`config.mk`:
```
export PLATFORM = sky130hd
export DESIGN_NAME = netdma_mm_read_arbiter
export DESIGN_NICKNAME = d
export VERILOG_FILES = /design/src/rtl/netdma_mm_read_arbiter.sv
export SDC_FILE = /design/constraint.sdc
export NUM_CORES = 1
export LEC_CHECK = 0
export CORE_AREA = 2 2 119 121
export CTS_CLUSTER_SIZE = 14
export DETAILED_ROUTE_END_ITERATION = 16
export DIE_AREA = 0 0 121 123
export PLACE_DENSITY = 0.69
export SLEW_MARGIN = 15
export SYNTH_ARGS = -nofsm -noshare
export SYNTH_HDL_FRONTEND = slang
export SYNTH_SLANG_ARGS = --single-unit
```
`constraint.sdc`:
```
create_clock -name clk -period 2.6 [get_ports clk]
set_input_delay 0.26 -clock clk [delete_from_list [all_inputs] [get_ports clk]]
set_output_delay 0.26 -clock clk [all_outputs]
set_load 0.05 [all_outputs]
```
`src/rtl/netdma_mm_read_arbiter.sv`:
```
// Round-robin arbiter sharing one Avalon-MM pipelined read master between two requesters.
// An in-order ID FIFO remembers who issued each outstanding read so responses route back.
module netdma_mm_read_arbiter #(
   parameter int DATA_WIDTH  = 64,
   parameter int MAX_PENDING = 8
) (
   input  logic                              clk,
   input  logic                              rst_n,

   input  logic [31:0]                       req0_address,
   input  logic                              req0_read,
   output logic                              req0_waitrequest,
   output logic [DATA_WIDTH-1:0]             req0_readdata,
   output logic                              req0_readdatavalid,

   input  logic [31:0]                       req1_address,
   input  logic                              req1_read,
   output logic                              req1_waitrequest,
   output logic [DATA_WIDTH-1:0]             req1_readdata,
   output logic                              req1_readdatavalid,

   output logic [31:0]                       mm_address,
   output logic                              mm_read,
   input  logic                              mm_waitrequest,
   input  logic [DATA_WIDTH-1:0]             mm_readdata,
   input  logic                              mm_readdatavalid,

   output logic [$clog2(MAX_PENDING):0]      pending,
   output logic                              orphan_err
);

   localparam int PTR_W = $clog2(MAX_PENDING);
   localparam int CNT_W = PTR_W + 1;
   localparam logic [CNT_W-1:0] CNT_FULL = CNT_W'(MAX_PENDING);

   logic                 locked_reg;
   logic                 lock_id_reg;
   logic                 last_grant_reg;
   logic [CNT_W-1:0]     pending_reg;
   logic [PTR_W-1:0]     wr_ptr_reg;
   logic [PTR_W-1:0]     rd_ptr_reg;
   logic                 orphan_reg;
   logic                 id_mem [MAX_PENDING];

   logic                 grant;
   logic                 grant_read;
   logic                 full;
   logic                 empty;
   logic                 accept;
   logic                 stall;
   logic                 pop;
   logic                 head;

   logic [1:0]           req_read;
   logic [31:0]          req_address [2];
   logic [1:0]           req_waitrequest;
   logic [1:0]           req_readdatavalid;

   assign req_read       = {req1_read, req0_read};
   assign req_address[0] = req0_address;
   assign req_address[1] = req1_address;

   // A locked grant pins the stalled command; otherwise a tie goes to whoever did not win last.
   always_comb begin
      grant = 1'b0;
      if (locked_reg) begin
         grant = lock_id_reg;
      end else if (req0_read && !req1_read) begin
         grant = 1'b0;
      end else if (!req0_read && req1_read) begin
         grant = 1'b1;
      end else if (req0_read && req1_read) begin
         grant = ~last_grant_reg;
      end
   end

   assign full       = (pending_reg == CNT_FULL);
   assign empty      = (pending_reg == '0);
   assign grant_read = req_read[grant];
   assign mm_read    = grant_read && !full && rst_n;
   assign mm_address = req_address[grant];
   assign accept     = mm_read && !mm_waitrequest;
   assign stall      = mm_read && mm_waitrequest;

   assign head = id_mem[rd_ptr_reg];
   assign pop  = mm_readdatavalid && !empty;

   generate
      for (genvar gi = 0; gi < 2; gi++) begin : g_req
         assign req_waitrequest[gi]   = !(accept && (grant == gi[0]));
         assign req_readdatavalid[gi] = pop && (head == gi[0]);
      end
   endgenerate

   assign req0_waitrequest   = req_waitrequest[0];
   assign req1_waitrequest   = req_waitrequest[1];
   assign req0_readdatavalid = req_readdatavalid[0];
   assign req1_readdatavalid = req_readdatavalid[1];
   assign req0_readdata      = mm_readdata;
   assign req1_readdata      = mm_readdata;

   assign pending    = pending_reg;
   assign orphan_err = orphan_reg;

   // Lock lasts only as long as the command is stalled, so a dropped request frees it next cycle.
   always_ff @(posedge clk or negedge rst_n) begin
      if (!rst_n) begin
         locked_reg     <= 1'b0;
         lock_id_reg    <= 1'b0;
         last_grant_reg <= 1'b1;
      end else begin
         locked_reg <= stall;
         if (stall) begin
            lock_id_reg <= grant;
         end
         if (accept) begin
            last_grant_reg <= grant;
         end
      end
   end

   always_ff @(posedge clk or negedge rst_n) begin
      if (!rst_n) begin
         wr_ptr_reg  <= '0;
         rd_ptr_reg  <= '0;
         pending_reg <= '0;
         orphan_reg  <= 1'b0;
      end else begin
         if (accept) begin
            wr_ptr_reg <= wr_ptr_reg + PTR_W'(1);
         end
         if (pop) begin
            rd_ptr_reg <= rd_ptr_reg + PTR_W'(1);
         end
         case ({accept, pop})
            2'b10:   pending_reg <= pending_reg + CNT_W'(1);
            2'b01:   pending_reg <= pending_reg - CNT_W'(1);
            default: pending_reg <= pending_reg;
         endcase
         if (mm_readdatavalid && empty) begin
            orphan_reg <= 1'b1;
         end
      end
   end

   // ID storage needs no reset: entries are only read behind a valid pending count.
   always_ff @(posedge clk) begin
      if (accept) begin
         id_mem[wr_ptr_reg] <= grant;
      end
   end

endmodule
```
# Yosys cells after proc, flatten, opt, wreduce, memory -nomap -nowiden
# Memories as Yosys holds them, arrays and structs flattened.
# Cells that the tools add are included.
[classes] n_mux=12 n_reduce_logical=22 n_eq_ne=3 bitwise=4 n_addsub=4 magnitude_cmp=2
[ops] operator="32-bit 2-to-1 mux" count=3
[ops] operator="1-bit logical AND" count=13
[ops] operator="1-bit 2-to-1 mux" count=8
[ops] operator="4-bit one-hot mux with 2 select lines" count=1
[ops] operator="1-bit logical NOT" count=7
[ops] operator="3-bit by 1-bit adder with 3-bit output (second input constant)" count=2
[ops] operator="4-bit by 1-bit adder with 4-bit output (second input constant)" count=1
[ops] operator="4-bit == test (second input constant)" count=1
[ops] operator="4-bit logical NOT" count=1
[ops] operator="4-bit by 1-bit subtractor with 4-bit output (second input constant)" count=1
[ops] operator="1-bit inverter" count=3
[ops] operator="2-bit by 1-bit == test with 1-bit output (second input constant)" count=1
[ops] operator="2-bit == test (second input constant)" count=1
[ops] operator="2-bit >= comparator (second input constant)" count=1
[ops] operator="1-bit by 2-bit < comparator with 1-bit output (second input constant)" count=1
[ops] operator="1-bit inverter with 2-bit output" count=1
[ops] operator="2-bit nonzero test" count=1
[word_totals] wordCells=55 in_bits=134 ff_bits=14 ram_bits=8 out_inout_bits=170 n_memories=1
[mem_list] memory="id_mem" words=8 width=1 rd=1 rd_clocked_by_memory_dff=0 write_ports=1 line="43" rtl="logic id_mem [MAX_PENDING];"

# Logic depth before layout (Yosys ltp)
[depth] depth_word=12 mapped_depth=12 depth_no_buf=11

# Least setup slack after synthesis
# Ideal clock, no wire load.
[synth_timing] path_kind="reg-to-reg" startpoint="reg pending_reg[1], in the netlist pending[1]" endpoint="reg pending_reg[2], in the netlist pending[2]" synth_period_minus_slack_ns=2.706 arrival_time_ns=2.558 stages_incl_launch_ff=13 slack_ns=-0.106 required_time_ns=2.452 setup_time_ns=0.148 path_buffers=1 cell_sequence="dfrtp_1 > buf_6 > or4b_4 > o2111ai_4 > nor2_4 > inv_1 > ha_1 > xor2_1 > ha_1 > a21oi_1 > xor2_1 > nor2_1 > xor2_1"
[synth_via] elab_chain_len=7 word_cells_on_any_way=14 classes_between="add/sub: 2; eq/ne: 3; mux: 1; reduce/logical: 8"
[synth_rtl] item="start: declaration" line="39" rtl="logic [CNT_W-1:0] pending_reg;"
[synth_rtl] item="start signal: assignment" line="136" rtl="2'b10: pending_reg <= pending_reg + CNT_W'(1);"
[synth_rtl] item="start signal: assignment" line="137" rtl="2'b01: pending_reg <= pending_reg - CNT_W'(1);"
[synth_rtl] item="start signal: assignment" line="138" rtl="default: pending_reg <= pending_reg;"
[synth_rtl] item="4-bit == test" line="77" rtl="assign full = (pending_reg == CNT_FULL);"
[synth_rtl] item="1-bit logical NOT" line="80" rtl="assign mm_read = grant_read && !full && rst_n;"
[synth_rtl] item="1-bit logical AND (2 in a row)" line="80"
[synth_rtl] item="1-bit logical AND" line="82" rtl="assign accept = mm_read && !mm_waitrequest;"
[synth_rtl] item="2-bit by 1-bit == test with 1-bit output / 2-bit == test (equally long branches)" line="135" rtl="case ({accept, pop})"
[synth_rtl] item="4-bit one-hot mux with 2 select lines / 2-bit nonzero test (equally long branches)"
# Parallel ways exist; a longest one is shown, timed or not.
# A chain may end at the register's enable or synchronous reset.

# Worst setup path in the final report
# Ends and elaborated chain as after synthesis.

==> out/qor.yml <==
post_cts_buffers: 0
netlist_area_um2: 2516
design.core.area_um2: 13610
peakVddDrop_v: 0.0002509
fp.dieW_um: 121
async_reset_ff_share_pct: 63.64
worst_slew_pin_slew_ns: 0.5083
cp_data_required_time_ns: 2.73
wl_met1_um: 2471
fin_util_pct: 21.73
root_buffer: "clkbuf_16"
dpl_cell_area_um2: 2869
synth_nets: 401
grt_pass1_wl_um: 10570
postCtsHoldBufs: 0
dr_wl_met2_um: 3614
min_period_ns: 2.444
clock_sinks: 22
postSynthCellCount: 262
start_kind: "flop"
skew_ns: 0.001898
cts_made_buffers: 3
ant_nets: 0
synth_edf_count: 8
outcome: "finished clean"
power.density_nw_per_um2: 856.6
vias: 1605
hold_class: "in2async"
final_max_slew_viol_count: 0
drcViolationCount: 0
wl_per_cell_um: 19.63
finalCritPeriodShare_pct: 94.00
regToRegSetupSlack_ns: 0.16
area.growth.synth_to_final_pct: 17.55
num_io_pins: 304
routed_wl_um: 8441
clk-insertion-delay-late_ns: 0.25
cts_tree: "yes"
p_total_mw: 2.534
top_layer: "met4"
drive_gt1_share_pct: 36.40
critPathKind: "reg2reg"
met3WireLength_um: 2230
final_cell_mix: "75 x clkdlybuf4s50_1, 38 x buf_4, 34 x mux2_2"
hpwl_um: 7405
grt_max_degree: 34
die_h_um: 123
die-area_um2: 14880
fmax_mhz: 409.2
globalRouteOverflowTotal: 0
worstReg2RegStart: "pending[1]$_DFFE_PN0P_"
n_antenna_cell: 0
rows: 43
crit_start: "pending[1]$_DFFE_PN0P_"
synth.avg_cell_area_um2: 9.604
cts_resized: 0
finalInstanceArea_um2: 2958
drtIter0Drc: 69
ys_types: 37
ys_seq_area_share_pct: 23.52
crit_path_max_fanout: 9
ys_ff_latch: 22
drv_cap: 0
grtUsageTotal_pct: 10.03
initial_utilization_pct: 18.49
finalNetCount: 390
dr.pass1.iters: 4
setup-violations-final: 0
timing.slew.headroom_pct: 66.01
final_common_cell: "clkdlybuf4s50_1"
reg2reg_to: "pending[2]$_DFFE_PN0P_"
via_per_inst: 3.733
grt_setup_unrepaired: "true"
cp-endpoint: "pending[2]$_DFFE_PN0P_"
largest_reg_flops: 8
grt_pass1_vias: 1546
leakagePower_nw: 1.143
cp.arrival_ns: 2.58
h-tree-depth: 1
setup_tns_ns: 0
cts_max_path_buffers: 2
path_clk_slew_ns: 0.06
critPathCaptureType: "flop"
whs_ns: 0.4422
final_hold_viol_count: 0
io_buffers: 111
yosys_warnings: 0
synth_ff_type: "dfrtp_1"
reg2regPathDepth: 11
gp_congestion: 0.7906
antenna_found_initial: 0
[per-layer routing]
| metal | track usage, % | vias up |
|---|---|---|
| met4 | 2.180 | 0 |
| met3 | 12.78 | 21 |
| met5 | 0 | - |
| met1 | 9.173 | 725 |
| met2 | 13.80 | 141 |
| li1 | - | 718 |
[area by class of cell]
class | count | area, um2
clock inverter | 1 | 3.754
tap | 180 | 225.2
fill | 1436 | 10650
sequential | 22 | 593.1
inverter | 5 | 18.77
multi-input combinational | 102 | 925.9
timing repair buffer | 117 | 1116
clock buffer | 3 | 75.07
[how the worst min path moves through the flow]
| stage | endpoint | slack (ns) | from |
|---|---|---|---|
| final | rd_ptr_reg[1]$_DFFE_PN0P_ | 0.44 | rst_n |
| after global routing | lock_id_reg$_DFFE_PN0P_ | 0.47 | rst_n |
| after CTS | lock_id_reg$_DFFE_PN0P_ | 0.45 | rst_n |
| after detailed placement | orphan_err$_DFFE_PN0P_ | 0.46 | orphan_err$_DFFE_PN0P_ |
| after global placement | orphan_err$_DFFE_PN0P_ | 0.45 | orphan_err$_DFFE_PN0P_ |
| after floorplan | lock_id_reg$_DFFE_PN0P_ | -0.04 | rst_n |
[cells by family after synthesis]
kind of cell | after synthesis | synth area share, %
buf+inv | 138 | 40.18
simple gates | 40 | 9.348
mux | 38 | 18.00
flops | 22 | 23.52
compound gates | 10 | 3.332
xor+xnor | 9 | 3.133
fa+ha+maj | 5 | 2.486
[worst max-delay path, cell delays in order (launching register included)]
cell and delay [ns]:
dfrtp_2 0.46, or4b_4 0.57, o2111ai_4 0.12, nor2_4 0.06, inv_1 0.12, ha_4 0.18, xor2_1 0.07, ha_1 0.18
a21oi_1 0.16, xor2_1 0.17, nor2_1 0.07, xor2_1 0.14
[where the power goes]
group / leakage (nW) / internal [mW] / switching, mW
registers: 0.234 / 0.490 / 0.146
clock network: 0.0385 / 0.205 / 0.122
logic: 0.870 / 0.670 / 0.900
[Yosys cell counts, drive strengths merged (2+ instances only)]
library cell,count,area [um2]
xnor2,4,35.03
nand3b,2,15.01
nor4,2,12.51
nand2b,3,18.77
mux4,2,45.04
ha,5,62.56
o21ai,5,25.02
nor2b,2,12.51
xor2,5,43.79
nor3,3,15.01
dfrtp,13,325.3
nor4b,2,17.52
nor2,7,33.78
nand2,9,33.78
edfxtp,8,240.2
or3,2,12.51
and2,2,12.51
inv,5,18.77
buf,133,992.2
mux2,35,397.9
[per-stage QoR]
stage | setup slack [ns] | std cells
2_1_floorplan | 0.01869 | 262
3_3_place_gp | 0.1543 | 426
3_5_place_dp | 0.07817 | 426
4_1_cts | 0.1223 | 430
5_1_grt | -0.01770 | 430
6_report | 0.1560 | 430
(Power assumes the default switching activity.)
